File: config.mk
export PLATFORM = sky130hd
export DESIGN_NAME = fft_in_reorder
export DESIGN_NICKNAME = d
export VERILOG_FILES = /design/src/rtl/fft_in_reorder.sv
export SDC_FILE = /design/constraint.sdc
export NUM_CORES = 1
export LEC_CHECK = 0
export CAP_MARGIN = 20
export CORE_MARGIN = 3
export CORE_UTILIZATION = 61
export DETAILED_ROUTE_END_ITERATION = 6
export PLACE_DENSITY = 0.92
export SYNTH_ARGS = -nofsm -noshare
export SYNTH_HDL_FRONTEND = slang
export SYNTH_SLANG_ARGS = --single-unit
File: constraint.sdc
create_clock -name clk -period 5.5 [get_ports clk]
set_input_delay 0.825 -clock clk [delete_from_list [all_inputs] [get_ports clk]]
set_output_delay 0.825 -clock clk [all_outputs]
set_load 0.01 [all_outputs]
File: src/rtl/fft_in_reorder.sv
// Input reorder stage for the 8-point real FFT: ping-pong frame buffer that
// replays each completed frame as four bit-reversed sample pairs.
module fft_in_reorder #(
  parameter int unsigned DATA_W = 16,
  parameter int unsigned N      = 8
) (
  input  logic              clk,
  input  logic              reset_n,
  input  logic              en,
  input  logic              in_valid,
  input  logic              in_sof,
  input  logic [DATA_W-1:0] in_data,
  output logic              out_en,
  output logic [DATA_W-1:0] out_x0,
  output logic [DATA_W-1:0] out_x1,
  output logic [1:0]        out_pair_idx,
  output logic              out_last,
  output logic              sync_err
);

  localparam int unsigned    PtrW    = 3;
  localparam logic [PtrW-1:0] LastPtr = PtrW'(N - 1);

  typedef enum logic [0:0] {StIdle, StRd} state_e;

  // Buffer storage is not reset; its contents are don't-care until written.
  logic [DATA_W-1:0] mem_q [2][N];

  logic [PtrW-1:0] wptr_q, wptr_d;
  logic            wbank_q, wbank_d;
  logic [1:0]      full_q, full_d;
  logic            sync_err_q, sync_err_d;

  state_e          state_q, state_d;
  logic            rbank_q, rbank_d;
  logic [1:0]      pair_q, pair_d;

  logic              out_en_q, out_en_d;
  logic [DATA_W-1:0] out_x0_q, out_x0_d;
  logic [DATA_W-1:0] out_x1_q, out_x1_d;
  logic [1:0]        out_idx_q, out_idx_d;
  logic              out_last_q, out_last_d;

  logic            wr_en, resync, frame_done;
  logic [PtrW-1:0] wr_addr;

  logic            emit, clr_full, emit_bank, other_bank;
  logic [1:0]      emit_pair;
  logic [PtrW-1:0] rd_addr0, rd_addr1;

  // Write side: sof mid-frame restarts the same bank at index 0.
  always_comb begin
    wr_en      = en & in_valid;
    resync     = wr_en & in_sof & (wptr_q != '0);
    frame_done = wr_en & ~resync & (wptr_q == LastPtr);
    wr_addr    = resync ? '0 : wptr_q;

    wptr_d     = wptr_q;
    wbank_d    = wbank_q;
    sync_err_d = sync_err_q | resync;
    if (resync) begin
      wptr_d = PtrW'(1);
    end else if (frame_done) begin
      wptr_d  = '0;
      wbank_d = ~wbank_q;
    end else if (wr_en) begin
      wptr_d = wptr_q + PtrW'(1);
    end
  end

  always_ff @(posedge clk) begin
    if (wr_en) begin
      mem_q[wbank_q][wr_addr] <= in_data;
    end
  end

  // Read FSM: IDLE emits pair 0 on the same edge it claims a bank, so pair 0
  // lands one edge after the frame completes.
  always_comb begin
    state_d    = state_q;
    rbank_d    = rbank_q;
    pair_d     = pair_q;
    emit       = 1'b0;
    clr_full   = 1'b0;
    emit_bank  = rbank_q;
    emit_pair  = pair_q;
    other_bank = ~rbank_q;

    if (en) begin
      unique case (state_q)
        StIdle: begin
          if (|full_q) begin
            emit      = 1'b1;
            emit_bank = ~full_q[0];
            emit_pair = 2'd0;
            rbank_d   = ~full_q[0];
            pair_d    = 2'd1;
            state_d   = StRd;
          end
        end
        StRd: begin
          emit = 1'b1;
          if (pair_q == 2'd3) begin
            clr_full = 1'b1;
            if (full_q[other_bank]) begin
              rbank_d = other_bank;
              pair_d  = 2'd0;
            end else begin
              state_d = StIdle;
            end
          end else begin
            pair_d = pair_q + 2'd1;
          end
        end
        default: state_d = StIdle;
      endcase
    end
  end

  // Flags: the bank being cleared is never the bank being completed.
  always_comb begin
    full_d = full_q;
    if (clr_full) begin
      full_d[rbank_q] = 1'b0;
    end
    if (frame_done) begin
      full_d[wbank_q] = 1'b1;
    end
  end

  // Pair k reads x[rev(k)] and x[rev(k)+4], rev being the 2-bit reversal.
  always_comb begin
    rd_addr0 = {1'b0, emit_pair[0], emit_pair[1]};
    rd_addr1 = {1'b1, emit_pair[0], emit_pair[1]};

    out_en_d   = out_en_q;
    out_x0_d   = out_x0_q;
    out_x1_d   = out_x1_q;
    out_idx_d  = out_idx_q;
    out_last_d = out_last_q;
    if (en) begin
      if (emit) begin
        out_en_d   = 1'b1;
        out_x0_d   = mem_q[emit_bank][rd_addr0];
        out_x1_d   = mem_q[emit_bank][rd_addr1];
        out_idx_d  = emit_pair;
        out_last_d = (emit_pair == 2'd3);
      end else begin
        out_en_d   = 1'b0;
        out_last_d = 1'b0;
      end
    end
  end

  always_ff @(posedge clk or negedge reset_n) begin
    if (!reset_n) begin
      wptr_q     <= '0;
      wbank_q    <= 1'b0;
      full_q     <= '0;
      sync_err_q <= 1'b0;
      state_q    <= StIdle;
      rbank_q    <= 1'b0;
      pair_q     <= 2'd0;
      out_en_q   <= 1'b0;
      out_x0_q   <= '0;
      out_x1_q   <= '0;
      out_idx_q  <= 2'd0;
      out_last_q <= 1'b0;
    end else begin
      wptr_q     <= wptr_d;
      wbank_q    <= wbank_d;
      full_q     <= full_d;
      sync_err_q <= sync_err_d;
      state_q    <= state_d;
      rbank_q    <= rbank_d;
      pair_q     <= pair_d;
      out_en_q   <= out_en_d;
      out_x0_q   <= out_x0_d;
      out_x1_q   <= out_x1_d;
      out_idx_q  <= out_idx_d;
      out_last_q <= out_last_d;
    end
  end

  assign out_en       = out_en_q;
  assign out_x0       = out_x0_q;
  assign out_x1       = out_x1_q;
  assign out_pair_idx = out_idx_q;
  assign out_last     = out_last_q;
  assign sync_err     = sync_err_q;

  // Full-rate input cannot lap the drain; writing a still-full bank is a bug.
  a_no_overwrite: assert property (@(posedge clk) disable iff (!reset_n)
    (en && in_valid) |-> !full_q[wbank_q]);

endmodule

; ---- Word level (Yosys, flattened, before mapping)
; Memories as Yosys holds them, arrays and structs flattened.
; Cells that the tools add are included.
[word_totals]
wordCells = 104
out_inout_bits = 37
ramBits = 256
regBits = 47
n_memories = 1
inputBits = 21
[mem_list]
columns = memory, depth, width, rd, rd_ports_with_merged_regs, wr, line_no
row1 = mem_q, 2, 128, 1, 0, 1, 27  ; logic [DATA_W-1:0] mem_q [2][N];
[op_classes]
n_reduce_logical = 10
n_addsub = 2
n_eq_ne = 7
n_lt_le_gt_ge = 9
n_bitwise = 17
n_mux = 46
[op_table]
columns = operator, count
row1 = two-way mux 128 bit, 1
row2 = binary-select mux 16 bit (select 3 bit), 2
row3 = two-way mux 16 bit, 5
row4 = demux 16 bit (select 3 bit), 1
row5 = two-way mux 1 bit, 19
row6 = two-way mux 2 bit, 8
row7 = >= comparator 4 bit (second input constant), 3
row8 = two-way mux 3 bit, 4
row9 = inverter 3 -> 4 bit, 2
row10 = less-than comparator 1 x 2 -> 1 bit (second input constant), 3
row11 = case mux 1 bit (2 select lines), 3
row12 = AND reduction 3 bit, 2
row13 = nonzero test 3 bit, 2
row14 = bitwise AND 1 bit, 5
row15 = inverter 1 bit, 5
row16 = == test 2 bit (second input constant), 2
row17 = less-than comparator 4 x 1 -> 1 bit (second input constant), 1
row18 = inequality test 2 x 1 -> 1 bit (second input constant), 2
row19 = inverter 2 -> 4 bit, 1
row20 = case mux 2 bit (2 select lines), 1
row21 = AND reduction 2 bit, 2
row22 = adder 3 x 1 -> 3 bit (second input constant), 1
row23 = == test 3 bit (second input constant), 1
row24 = logical AND 1 bit, 3
row25 = 10 further kinds, 12

; ---- Depth between registers and ports, before layout
[depth]
word_depth = 10
depth_mapped = 8
mapped_depth_nobuf = 7

; ---- Least setup slack after synthesis
; OpenSTA, ideal clock, no wires.
[synth_timing]
path_type = input -> register
start = input en
end = memory mem_q[0][48] (netlist bit) (enable)
setup_ns = 0.430
path_stages = 5
path_buffers = 2
required_ns = 5.070
t_arrival_ns = 3.103
setup_slack_ns = 1.966
path_cell_list = buf_2 > and2_1 > clkbuf_1 > nand2_1 > nor4_1
[synth_between]
elab_chain_cells = 10
word_cells_on_any_way = 12
classes_between = order compare (2) / mux (5) / bitwise (4) / reduce/logical (1)
[synth_rtl]
columns = item, line_no
row1 = "start, declared", 9  ; input logic en,
row2 = bitwise AND 1 bit *, 53  ; wr_en = en & in_valid;
row3 = bitwise AND 1 bit (2 in a row), 54  ; resync = wr_en & in_sof & (wptr_q != '0);
row4 = two-way mux 3 bit, 56  ; wr_addr = resync ? '0 : wptr_q;
row5 = inverter 3 -> 4 bit (implied by the code), 73  ; mem_q[wbank_q][wr_addr] <= in_data;
row6 = >= comparator 4 bit (implied by the code) / less-than comparator 4 x 1 -> 1 bit (equally long branches), 73
row7 = logical AND 1 bit (implied by the code), 73
row8 = two-way mux 16 bit (implied by the code), 73
row9 = demux 16 bit (select 3 bit), 73
row10 = two-way mux 128 bit (implied by the code) *, 73
row11 = "end, declared", 27
; Mark *: on every way between the ends. The rest lies on a longest branch, timed or not.

; ---- Worst setup path after layout
[layout_timing]
start = input en
end = register out_x0_q[7], in the netlist out_x0[7]
[layout_between]
elab_chain_cells = 5
word_cells_on_any_way = 9
classes_between = mux (6) / bitwise (1) / reduce/logical (1) / memory (1)
[layout_rtl]
columns = item, line_no
row1 = two-way mux 1 bit / two-way mux 2 bit (equally long branches), 89  ; if (en) begin
row2 = memory (2 x 128 bit) / inverter 2 -> 4 bit (equally long branches), -
row3 = binary-select mux 16 bit (select 3 bit), 144  ; out_x0_d = mem_q[emit_bank][rd_addr0];
row4 = two-way mux 16 bit (implied by the code) (2 in a row), 144
row5 = "end signal, assigned", 178  ; out_x0_q <= out_x0_d;
row6 = "end, declared", 39  ; logic [DATA_W-1:0] out_x0_q, out_x0_d;
; Parallel ways exist; a longest one is shown, timed or not. The select of a mux whose other input is x is not followed.
; A chain may end at the register's enable or synchronous reset.

==> metrics <==
syn nets between 700 and 800; first-pass GRT wire length a little under 40000 um; worst-path cell chain clkdlybuf4s50_1 > nand2_1 > o22ai_4 > buf_12 > mux2i_1 > nor2_1 > or3_1; reg-to-reg critical path endpoint mem_q[0][110]; library cells used by synthesis 33; wire length per cell between 20 and 25 um; Top Metal Used met4; endpoints failing setup 0; initial detailed-routing violation count about 680; Avg Vias per Cell about 6.5; setup TNS 0 ns; register bit count reported by yosys between 300 and 400; Post-Synth Simple-Gate Area 5.949%; Final Slew Violations 0; Hold WC Path Type in -> async; RSZ-0062 raised after global routing no; mux share of post-synthesis cell area around 11%; number of diodes 0; Final min period 3.358 ns; post-CTS setup buffer count 0; final period utilization approximately 60%; # resized after CTS 0; critical path arrival around 3.8 ns; # DRC 0; met2 WL post-DR 13280 um; Final Core Density between 70% and 80%; worst slew pin tran a little under 1 ns; total CTS buffers 28; Critical Path Start Type primary input; Ys Warns 0; worst-path maximum fanout approximately 130; row count about 50; Final Skew roughly 0.011 ns; met1 wire length between 9000 and 10000 um; CP peak stage delay 0.82 ns; core area ~0.018 mm^2; area grow syn2layout 15.91%; status finished clean; Vias 6736; Port Buffers 57; Synth Cell Area approximately 0.012 mm^2; Slew HR roughly a third; Lkg Pwr roughly 5.2 nW; setup slack, reg-to-reg ~2.3 ns; CTS hold repair buffers 0; clock-pin slew on the worst setup and hold paths about 0.06 ns; post-synthesis adder-cell area fraction 0.4295%; total grt overflow 0; WL met3 between 1500 and 2000 um; IO Pins 58; Die Ht ~140 um; Pre-antenna DRT Iters 5; clk sinks 303; Initial Utilization between 60% and 70%; final hold viol count 0; Seq/Total Area, Yosys 76.07%; remaining antenna violation count 0; RD Place Congestion 0.8541; largest net degree at the start of global routing 127; overall routed net length 25850 um; Crit-path slowest cell clkdlybuf4s50_1; HPWL reported at the end of detailed placement roughly 15000 um; WHS 0.4342 ns; Avg Inst Size Synth 16.18 um^2; xor and xnor area share after synthesis 0.07516%; Worst R2R Path Depth 6; Die ar. between 0.02 and 0.025 mm^2; Synth Area in Compound Gates between 4 and 5%; vias in the first global route around 7100; max cap viols 0; CP endpoint kind register; chip width 144.2 um; initial antenna violation count 0; Total GRT Usage between 20% and 30%; Syn Inst Count slightly above 700; Skew-Pair Late Insertion Delay ~0.54 ns; NumNets Final a little over 800; r2r startpoint wptr_q[0]; max frequency around 0.30 GHz; CTS max path bufs 3; Root Buffer clkbuf_16; worst vdd ir between 0.0004 and 0.0005 V; launch point of the worst path en; CTS tree built; H-tree Lvls 1; Setup CP Type in -> reg; pwr dens about 480 mW/mm^2; CP required around 5.9 ns; share of layout cells above drive strength 1 9.360%; largest family of logic cells by synthesized area multiplexers
==> power breakdown <==
group | total (W) | internal (W) | switching [W] | leakage (nW)
logic | 0.00163 | 0.000750 | 0.000884 | 1.85
clock network | 0.00192 | 0.00112 | 0.000802 | 0.456
registers | 0.00292 | 0.00272 | 0.000196 | 2.89
total | 0.00647 | 0.00459 | 0.00188 | 5.19
==> registers in the layout (all words and copies together) (netlist names) <==
register	count
full_q	2
mem_q	256
out_en	1
out_last	1
out_pair_idx	2
out_x0	16
out_x1	16
pair_q	2
rbank_q	1
state_q	1
sync_err	1
wbank_q	1
wptr_q	3
==> layout make-up <==
class	instances	area, um^2
timing repair buffer	75	720.7
sequential	303	8864
fill	976	4825
tap	229	286.5
clock inverter	16	126.4
inverter	9	33.78
multi-input combinational	373	2674
clock buffer	36	802.0
==> Yosys cell counts, drive strengths merged <==
| master | n | share of area (%) |
|---|---|---|
| nand4b | 1 | 0.075 |
| nand4 | 3 | 0.16 |
| o31ai | 1 | 0.064 |
| o211ai | 1 | 0.064 |
| and2 | 1 | 0.054 |
| a32o | 1 | 0.086 |
| nand3 | 5 | 0.21 |
| o21ai | 48 | 2.1 |
| o22ai | 31 | 1.7 |
| ha | 4 | 0.43 |
| o221ai | 1 | 0.075 |
| edfxtp | 256 | 66 |
| inv | 9 | 0.29 |
| xnor2 | 1 | 0.075 |
| nor2 | 36 | 1.2 |
| a21oi | 4 | 0.17 |
| dfrtp | 47 | 10 |
| clkbuf | 16 | 0.52 |
| a211o | 2 | 0.15 |
| o21bai | 1 | 0.064 |
| and3 | 2 | 0.11 |
| mux2i | 130 | 11 |
| nor3 | 6 | 0.26 |
| or3 | 32 | 1.7 |
| buf | 19 | 1.1 |
| nor4 | 6 | 0.32 |
| and3b | 1 | 0.075 |
| nand2 | 51 | 1.6 |
| nand2b | 3 | 0.16 |
| a31oi | 1 | 0.054 |
==> worst max path at each step <==
| stage | slack, ns | cells after the start | end |
|---|---|---|---|
| finish | 2.14 | 7 | out_x0[7] |
| floorplan | 1.97 | 5 | mem_q[0][48] |
| CTS | 2.25 | 4 | mem_q[0][106] |
| detailed placement | 1.75 | 4 | mem_q[0][108] |
| global placement | 1.62 | 4 | mem_q[0][110] |
| global route | 2.05 | 7 | out_x1[13] |
==> cells in the final DEF (no fill, tap or decap), drive strengths merged, types with 9 or more instances in the layout <==
master,n
clkdlybuf4s50,56
clkinv,13
or3,32
dfrtp,47
inv,9
nor2,36
o21ai,48
edfxtp,256
nand2,51
clkbuf,36
o22ai,31
mux2i,130
buf,19
==> kinds of logic (layout without fill, tap and decap cells) <==
| group | Yosys count | after routing |
|---|---|---|
| buf+inv | 44 | 136 |
| xor+xnor | 1 | 1 |
| fa+ha+maj | 4 | 4 |
| flops | 303 | 303 |
| mux | 130 | 130 |
| simple gates | 147 | 147 |
| compound gates | 91 | 91 |
==> metal layers <==
| layer | vias up | track usage (%) |
|---|---|---|
| li1 | 2884 | - |
| met1 | 3395 | 32.47 |
| met2 | 371 | 43.46 |
| met3 | 86 | 3.836 |
| met5 | - | 0 |
| met4 | 0 | 11.09 |
==> critical path, delay by kind of cell <==
family,cells,cell delay (ns)
buf+inv,2,1.39
mux,1,0.34
compound gates,1,0.20
simple gates,3,0.75
==> per-stage QoR <==
| stage | setup slack [ns] | instances | total power (W) | area (um^2) |
|---|---|---|---|---|
| after floorplan | 1.966 | 720 | 0.003937 | 11650 |
| after global placement | 1.621 | 988 | 0.004440 | 12550 |
| after detailed placement | 1.748 | 988 | 0.004546 | 12560 |
| after CTS | 2.245 | 1040 | 0.006469 | 13490 |
| after global routing | 2.052 | 1041 | 0.006706 | 13510 |
| final | 2.142 | 1041 | 0.006470 | 13510 |
(Power assumes the default switching activity.)
==> RTL edit 1, RTL diff (same flow settings) <==
Change the parameter `DATA_W` from 16 to 20.
--- a/src/rtl/fft_in_reorder.sv
+++ b/src/rtl/fft_in_reorder.sv
@@ -3,3 +3,3 @@
 module fft_in_reorder #(
-  parameter int unsigned DATA_W = 16,
+  parameter int unsigned DATA_W = 20,
   parameter int unsigned N      = 8
Ports: changed (resized in_data, out_x0 and out_x1); port bits go from 58 to 70. The function was not compared with the original's and may differ.
==> RTL edit 1 against the unedited design <==
Synthesized area rose by 23%; final area rose by 24%; wire length rose by 18%; critical path depth fell by 1; sequential cell count rose by 72; first-iteration DRC count rose by 30%; worst hold slack improved by 0.058 ns; synthesized cell count rose by 21%; clock power rose by 33%; setup slack got worse by 0.24 ns; total power rose by 28%; count of clock-buffer cells in the layout rose by 12; die area rose by 22%; largest power group unchanged; highest routed layer unchanged.
==> RTL edit 1: results (changes against the unedited design) <==
----------------------------------------------------
[Setup path]
  Highest net fanout along the worst path ... 19 (was 126)

[Clock tree]
  Insertion delay of the later-clocked pin in the worst-skew pair ... 0.51 ns (was 0.54 ns)
  Level count of the clock H-tree ... 2 (was 1)
  Inserted Clock Buffers ... 37 (was 28)
  Count of cells resized by post-cts repair ... 0 (unchanged)

[GRT]
  Combined global-route utilization of all metal layers ... 23.89% (was 25.31%)
  Vias in the first global route ... 8200 (was 7053)
  Largest net degree at the start of global routing ... 56 (was 127)

[Synth]
  Cell types occupying the most area after synthesis ... sky130_fd_sc_hd__edfxtp_1, sky130_fd_sc_hd__mux2i_1, sky130_fd_sc_hd__dfrtp_1, sky130_fd_sc_hd__o22ai_1, sky130_fd_sc_hd__or3_1 (was sky130_fd_sc_hd__edfxtp_1, sky130_fd_sc_hd__mux2i_1, sky130_fd_sc_hd__dfrtp_1, sky130_fd_sc_hd__o21ai_0, sky130_fd_sc_hd__or3_1)
  Share of the yosys chip area belonging to registers ... 76.48% (was 76.07%)
  Unique masters post-synth ... 36 (was 33)
  Synthesized netlist net count ... 897 (was 745)
  Proportion of synthesized flip-flops having asynchronous set or reset ... 14.67% (was 15.51%)
  Most common library cells after synthesis ... sky130_fd_sc_hd__edfxtp_1, sky130_fd_sc_hd__mux2i_1, sky130_fd_sc_hd__dfrtp_1, sky130_fd_sc_hd__nand2_1, sky130_fd_sc_hd__o21ai_0 (was sky130_fd_sc_hd__edfxtp_1, sky130_fd_sc_hd__mux2i_1, sky130_fd_sc_hd__nand2_1, sky130_fd_sc_hd__dfrtp_1, sky130_fd_sc_hd__o21ai_0)

[Outcome]
  Result of the run ... completed (unchanged)

[Detailed routing]
  Count of vias placed by the detailed router ... 7989 (was 6736)
  Routed length per placed instance ... 23.52 microns (was 24.83 microns)
  1st-iter DRT viols ... 884 (was 681)

[Placement]
  Number of I/O port buffers ... 69 (was 57)
  Weighted congestion at the end of routability-driven global placement ... 0.8033 (was 0.8541)
  Half-perimeter wire length of the detailed placement result ... 16.35 mm (was 14.57 mm)

[Pwr]
  Switching power share of the total ... 28.30% (was 29.08%)
  Leakage power figure ... 6.318 nW (was 5.188 nW)
  Max rail drop VDD ... 0.0002855 V (was 0.0004327 V)

[Min path]
  Class of the most critical hold timing path ... flip-flop to flip-flop (was input port to async pin)

[Cells and area]
  Largest register FFs ... 320 (was 256)
  Proportion of layout cells with a drive suffix above 1 ... 9.990% (was 9.360%)
  Fill cell total of the finished layout ... 1290 (was 976)
  Total Nets Final ... 984 (was 815)

[STA]
  Slew HR ... 26.68% (was 33.82%)
  Post-route clock skew ... 0.009704 ns (was 0.01089 ns)

----------------------------------------------------
-- RTL edit 1: final cells by class --
cell class | count | area (sq um) | area share, %
clock buffer | 48 | 997.2 | 5.964
clock inverter | 17 | 240.2 | 1.437
inverter | 9 | 33.78 | 0.2020
multi-input combinational | 437 | 3153 | 18.86
sequential | 375 | 10990 | 65.70
tap | 313 | 391.6 | 2.342
timing repair buffer | 95 | 919.6 | 5.500
-- RTL edit 1: power groups by stage --
stage / Clock [mW] / Sequential, mW / Combinational [mW]
floorplan: 0 / 3.64 / 1.36
global placement: 0 / 3.65 / 1.93
detailed placement: 0 / 3.67 / 2.03
CTS: 2.58 / 3.62 / 2.08
global route: 2.70 / 3.65 / 2.23
finish: 2.56 / 3.62 / 2.08
-- RTL edit 1: metrics by stage --
step                      cells  power [mW]  setup WS (ns)  hold WS, ns  instance area, sq um
after floorplan             868       4.996          1.224       0.4822                 14360
after global placement     1225       5.589          1.581       0.4696                 15410
after detailed placement   1226       5.702          1.356       0.4786                 15440
after CTS                  1291       8.278          1.865       0.4966                 16680
after global routing       1294       8.572          1.676       0.5311                 16720
final                      1294       8.257          1.900       0.4923                 16720
-- RTL edit 1: worst paths after layout --
path	from	slack, ns	to	cells past startpoint
worst min register to register	out_pair_idx[0]	0.49	out_pair_idx[0]	2
min in group asynchronous	reset_n	0.54	out_x0[16]	2
max in group asynchronous	reset_n	4.41	out_x1[17]	2
worst max-delay path	en	1.90	mem_q[1][87]	6
worst max register to register	wptr_q[1]	2.35	mem_q[1][87]	7
worst min-delay path	out_pair_idx[0]	0.49	out_pair_idx[0]	2
-- RTL edit 1: worst max-delay path, delay by kind of cell --
kind,cells,cell delay [ns]
AND/OR/NAND/NOR,3,1.15
AO/OA/AOI/OAI,1,0.73
buffers and inverters,2,1.09
-- RTL edit 1: cells by family after synthesis --
| family | after synthesis | synth area share, % |
|---|---|---|
| flops | 375 | 76.48 |
| simple gates | 167 | 5.523 |
| mux | 161 | 11.23 |
| compound gates | 104 | 4.242 |
| buf+inv | 56 | 2.117 |
| fa+ha+maj | 4 | 0.3484 |
| xor+xnor | 1 | 0.06099 |
-- RTL edit 1: routing by layer --
| layer | part of all wire, % | global-route usage (%) | up-vias | routed length, microns |
|---|---|---|---|---|
| li1 | - | - | 3507 | - |
| met1 | 38 | 30.58 | 4008 | 11420 |
| met2 | 51 | 41.43 | 390 | 15610 |
| met3 | 8.5 | 3.824 | 84 | 2581 |
| met4 | 2.7 | 9.431 | 0 | 835 |
| met5 | 0 | 0 | - | 0 |
==> RTL edit 2, RTL diff (same settings) <==
Made on the original files. Add an input register stage for `en`, `in_valid`, `in_sof` and `in_data`; this delays them by one clock.
--- a/src/rtl/fft_in_reorder.sv
+++ b/src/rtl/fft_in_reorder.sv
@@ -25,2 +25,14 @@
 
+  logic en_q;
+  logic in_valid_q;
+  logic in_sof_q;
+  logic [DATA_W-1:0] in_data_q;
+
+  always_ff @(posedge clk) begin
+    en_q       <= en;
+    in_valid_q <= in_valid;
+    in_sof_q   <= in_sof;
+    in_data_q  <= in_data;
+  end
+
   // Buffer storage is not reset; its contents are don't-care until written.
@@ -52,4 +64,4 @@
   always_comb begin
-    wr_en      = en & in_valid;
-    resync     = wr_en & in_sof & (wptr_q != '0);
+    wr_en      = en_q & in_valid_q;
+    resync     = wr_en & in_sof_q & (wptr_q != '0);
     frame_done = wr_en & ~resync & (wptr_q == LastPtr);
@@ -72,3 +84,3 @@
     if (wr_en) begin
-      mem_q[wbank_q][wr_addr] <= in_data;
+      mem_q[wbank_q][wr_addr] <= in_data_q;
     end
@@ -88,3 +100,3 @@
 
-    if (en) begin
+    if (en_q) begin
       unique case (state_q)
@@ -140,3 +152,3 @@
     out_last_d = out_last_q;
-    if (en) begin
+    if (en_q) begin
       if (emit) begin
@@ -193,3 +205,3 @@
   a_no_overwrite: assert property (@(posedge clk) disable iff (!reset_n)
-    (en && in_valid) |-> !full_q[wbank_q]);
+    (en_q && in_valid_q) |-> !full_q[wbank_q]);
 
Formal check against the unedited RTL: not equivalent (Yosys sat finds a counterexample within 4 cycles, from zero or initial values and one cycle with reset_n low).
==> RTL edit 2 against the unedited design <==
Total power shrank 2.0%; synthesized area grew 3.4%; highest routed layer unchanged; worst hold slack lost 0.013 ns; wire length shrank 2.0%; final area grew 3.2%; first-iteration DRC count grew 7.8%; setup slack gained 0.56 ns; largest power group unchanged; largest cell class unchanged; sequential cell count grew 19; count of clock-buffer cells in the layout grew 6.
==> RTL edit 2: results (changes against the unedited design) <==
----------------------------------------------------
[Detailed routing]
  Drt via density ... 6.150 (was 6.471)
  Routed WL ... 25.33 mm (was 25.85 mm)
  1st-iter DRT viols ... 734 (was 681)
  Routed length per placed instance ... 23.22 microns (was 24.83 microns)
  Total iterations of the first detailed-routing run ... 7 (was 5)

[Outcome]
  Result of the run ... completed (unchanged)

[Synth]
  Proportion of synthesized flip-flops having asynchronous set or reset ... 14.60% (was 15.51%)
  Count of mapped cells out of synthesis ... 735 (was 720)
  Most common library cells after synthesis ... sky130_fd_sc_hd__edfxtp_1, sky130_fd_sc_hd__mux2i_1, sky130_fd_sc_hd__nand2_1, sky130_fd_sc_hd__dfrtp_1, sky130_fd_sc_hd__o21ai_0 (unchanged)
  Synthesized netlist net count ... 760 (was 745)
  Post-synth EDFFs ... 256 (unchanged)
  Share of the yosys chip area belonging to registers ... 76.72% (was 76.07%)
  Unique masters post-synth ... 36 (was 33)
  Cell types occupying the most area after synthesis ... sky130_fd_sc_hd__edfxtp_1, sky130_fd_sc_hd__mux2i_1, sky130_fd_sc_hd__dfrtp_1, sky130_fd_sc_hd__dfxtp_1, sky130_fd_sc_hd__o21ai_0 (was sky130_fd_sc_hd__edfxtp_1, sky130_fd_sc_hd__mux2i_1, sky130_fd_sc_hd__dfrtp_1, sky130_fd_sc_hd__o21ai_0, sky130_fd_sc_hd__or3_1)

[Clock tree]
  Count of cells resized by post-cts repair ... 0 (unchanged)
  Inserted Clock Buffers ... 30 (was 28)

[GRT]
  Global-route met1 utilization ... 30.80% (was 32.47%)
  Combined global-route utilization of all metal layers ... 23.47% (was 25.31%)
  Number of antenna violations at the first check in global routing ... 0 (unchanged)
  Met2 Resource Use GR ... 39.20% (was 43.46%)
  Vias in the first global route ... 6870 (was 7053)
  Largest net degree at the start of global routing ... 129 (was 127)
  GR Layer Usage met3 ... 3.786% (was 3.836%)
  First-pass GRT wire length ... 38.64 mm (was 39.68 mm)

[Placement]
  Half-perimeter wire length of the detailed placement result ... 13.75 mm (was 14.57 mm)
  Weighted congestion at the end of routability-driven global placement ... 0.8331 (was 0.8541)
  Placed cell count ... 1035 (was 988)
  Number of I/O port buffers ... 57 (unchanged)

[Cells and area]
  Proportion of layout cells with a drive suffix above 1 ... 9.146% (was 9.360%)
  Total Nets Final ... 832 (was 815)
  Fill cell total of the finished layout ... 1051 (was 976)

[STA]
  Post-route clock skew ... 0.01211 ns (was 0.01089 ns)
  Slew HR ... 32.49% (was 33.82%)

[Pwr]
  Max rail drop VDD ... 0.0002500 V (was 0.0004327 V)
  Leakage power figure ... 5.713 nW (was 5.188 nW)

[Setup path]
  Highest net fanout along the worst path ... 128 (was 126)
  Slowest stage cell on the critical path ... sky130_fd_sc_hd__buf_12 (was sky130_fd_sc_hd__clkdlybuf4s50_1)
  Slowest stage delay, CP ... 0.70 ns (was 0.82 ns)
  Crit path DAT ... 3.22 ns (was 3.76 ns)

----------------------------------------------------
RTL edit 2: cell types whose count changed in the layout (fill, tap and decap cells not counted), sizes merged, moves of 4 or more:
cell / delta
dfxtp: +19
nor4: -6
clkbuf: +6
or2: +4
nor2: +6
RTL edit 2: worst register-to-register path, cell delays in order (launching register included):
cell	delay, ns
sky130_fd_sc_hd__dfrtp_1	0.62
sky130_fd_sc_hd__and3b_1	0.27
sky130_fd_sc_hd__o22ai_4	0.18
sky130_fd_sc_hd__buf_12	0.70
sky130_fd_sc_hd__mux2i_1	0.41
sky130_fd_sc_hd__o22ai_1	0.16
sky130_fd_sc_hd__or3_1	0.36
RTL edit 2: layout make-up:
class | count | area (sq um) | area share (%)
well taps | 260 | 325.3 | 2.334
clock inverters | 14 | 165.2 | 1.185
repair buffers | 75 | 713.2 | 5.117
multi-input cells | 370 | 2613 | 18.75
clock buffers | 42 | 847.1 | 6.078
inverters | 8 | 30.03 | 0.2155
flip-flops and latches | 322 | 9244 | 66.33
RTL edit 2: per-stage QoR:
step	util [%]	setup slack, ns	hold slack [ns]	instance area (sq um)	power [mW]
final	73.04	2.698	0.4211	13940	6.341
after detailed placement	67.74	2.816	0.4650	12920	4.268
after floorplan	-	2.676	0.4656	12050	3.754
after global routing	73.04	2.600	0.4544	13940	6.579
after CTS	73.04	2.749	0.4337	13940	6.362
after global placement	67.74	2.928	0.4599	12920	4.210
RTL edit 2: worst paths after layout:
| path | slack [ns] | startpoint | to | cells past startpoint |
|---|---|---|---|---|
| min reg2reg | 0.49 | sync_err | sync_err | 1 |
| min in group clk | 0.49 | sync_err | sync_err | 1 |
| max in group asynchronous | 4.60 | reset_n | out_x0[4] | 2 |
| max | 2.70 | state_q | out_x0[9] | 6 |
| min | 0.42 | reset_n | out_pair_idx[1] | 2 |
| max reg2reg | 2.70 | state_q | out_x0[9] | 6 |
RTL edit 2: report_power, final:
part	internal [mW]	leakage (nW)	total [mW]	switching [mW]
clock network	1.26	0.499	2.09	0.835
logic	0.570	2.16	1.21	0.640
registers	2.85	3.05	3.04	0.192
total	4.67	5.71	6.34	1.67
RTL edit 2: cell families after synthesis:
family,count (synthesis),share of synthesized area (%)
flops,322,76.72
fa+ha+maj,4,0.4154
simple gates,149,5.763
xor+xnor,1,0.07270
mux,128,10.63
compound gates,88,4.195
buf+inv,43,2.201
RTL edit 2: metal layers:
metal  share of wire [%]  wire [microns]
met5                   0               0
met4                 3.5             897
met3                 8.8            2217
met2                  51           12840
met1                  37            9378
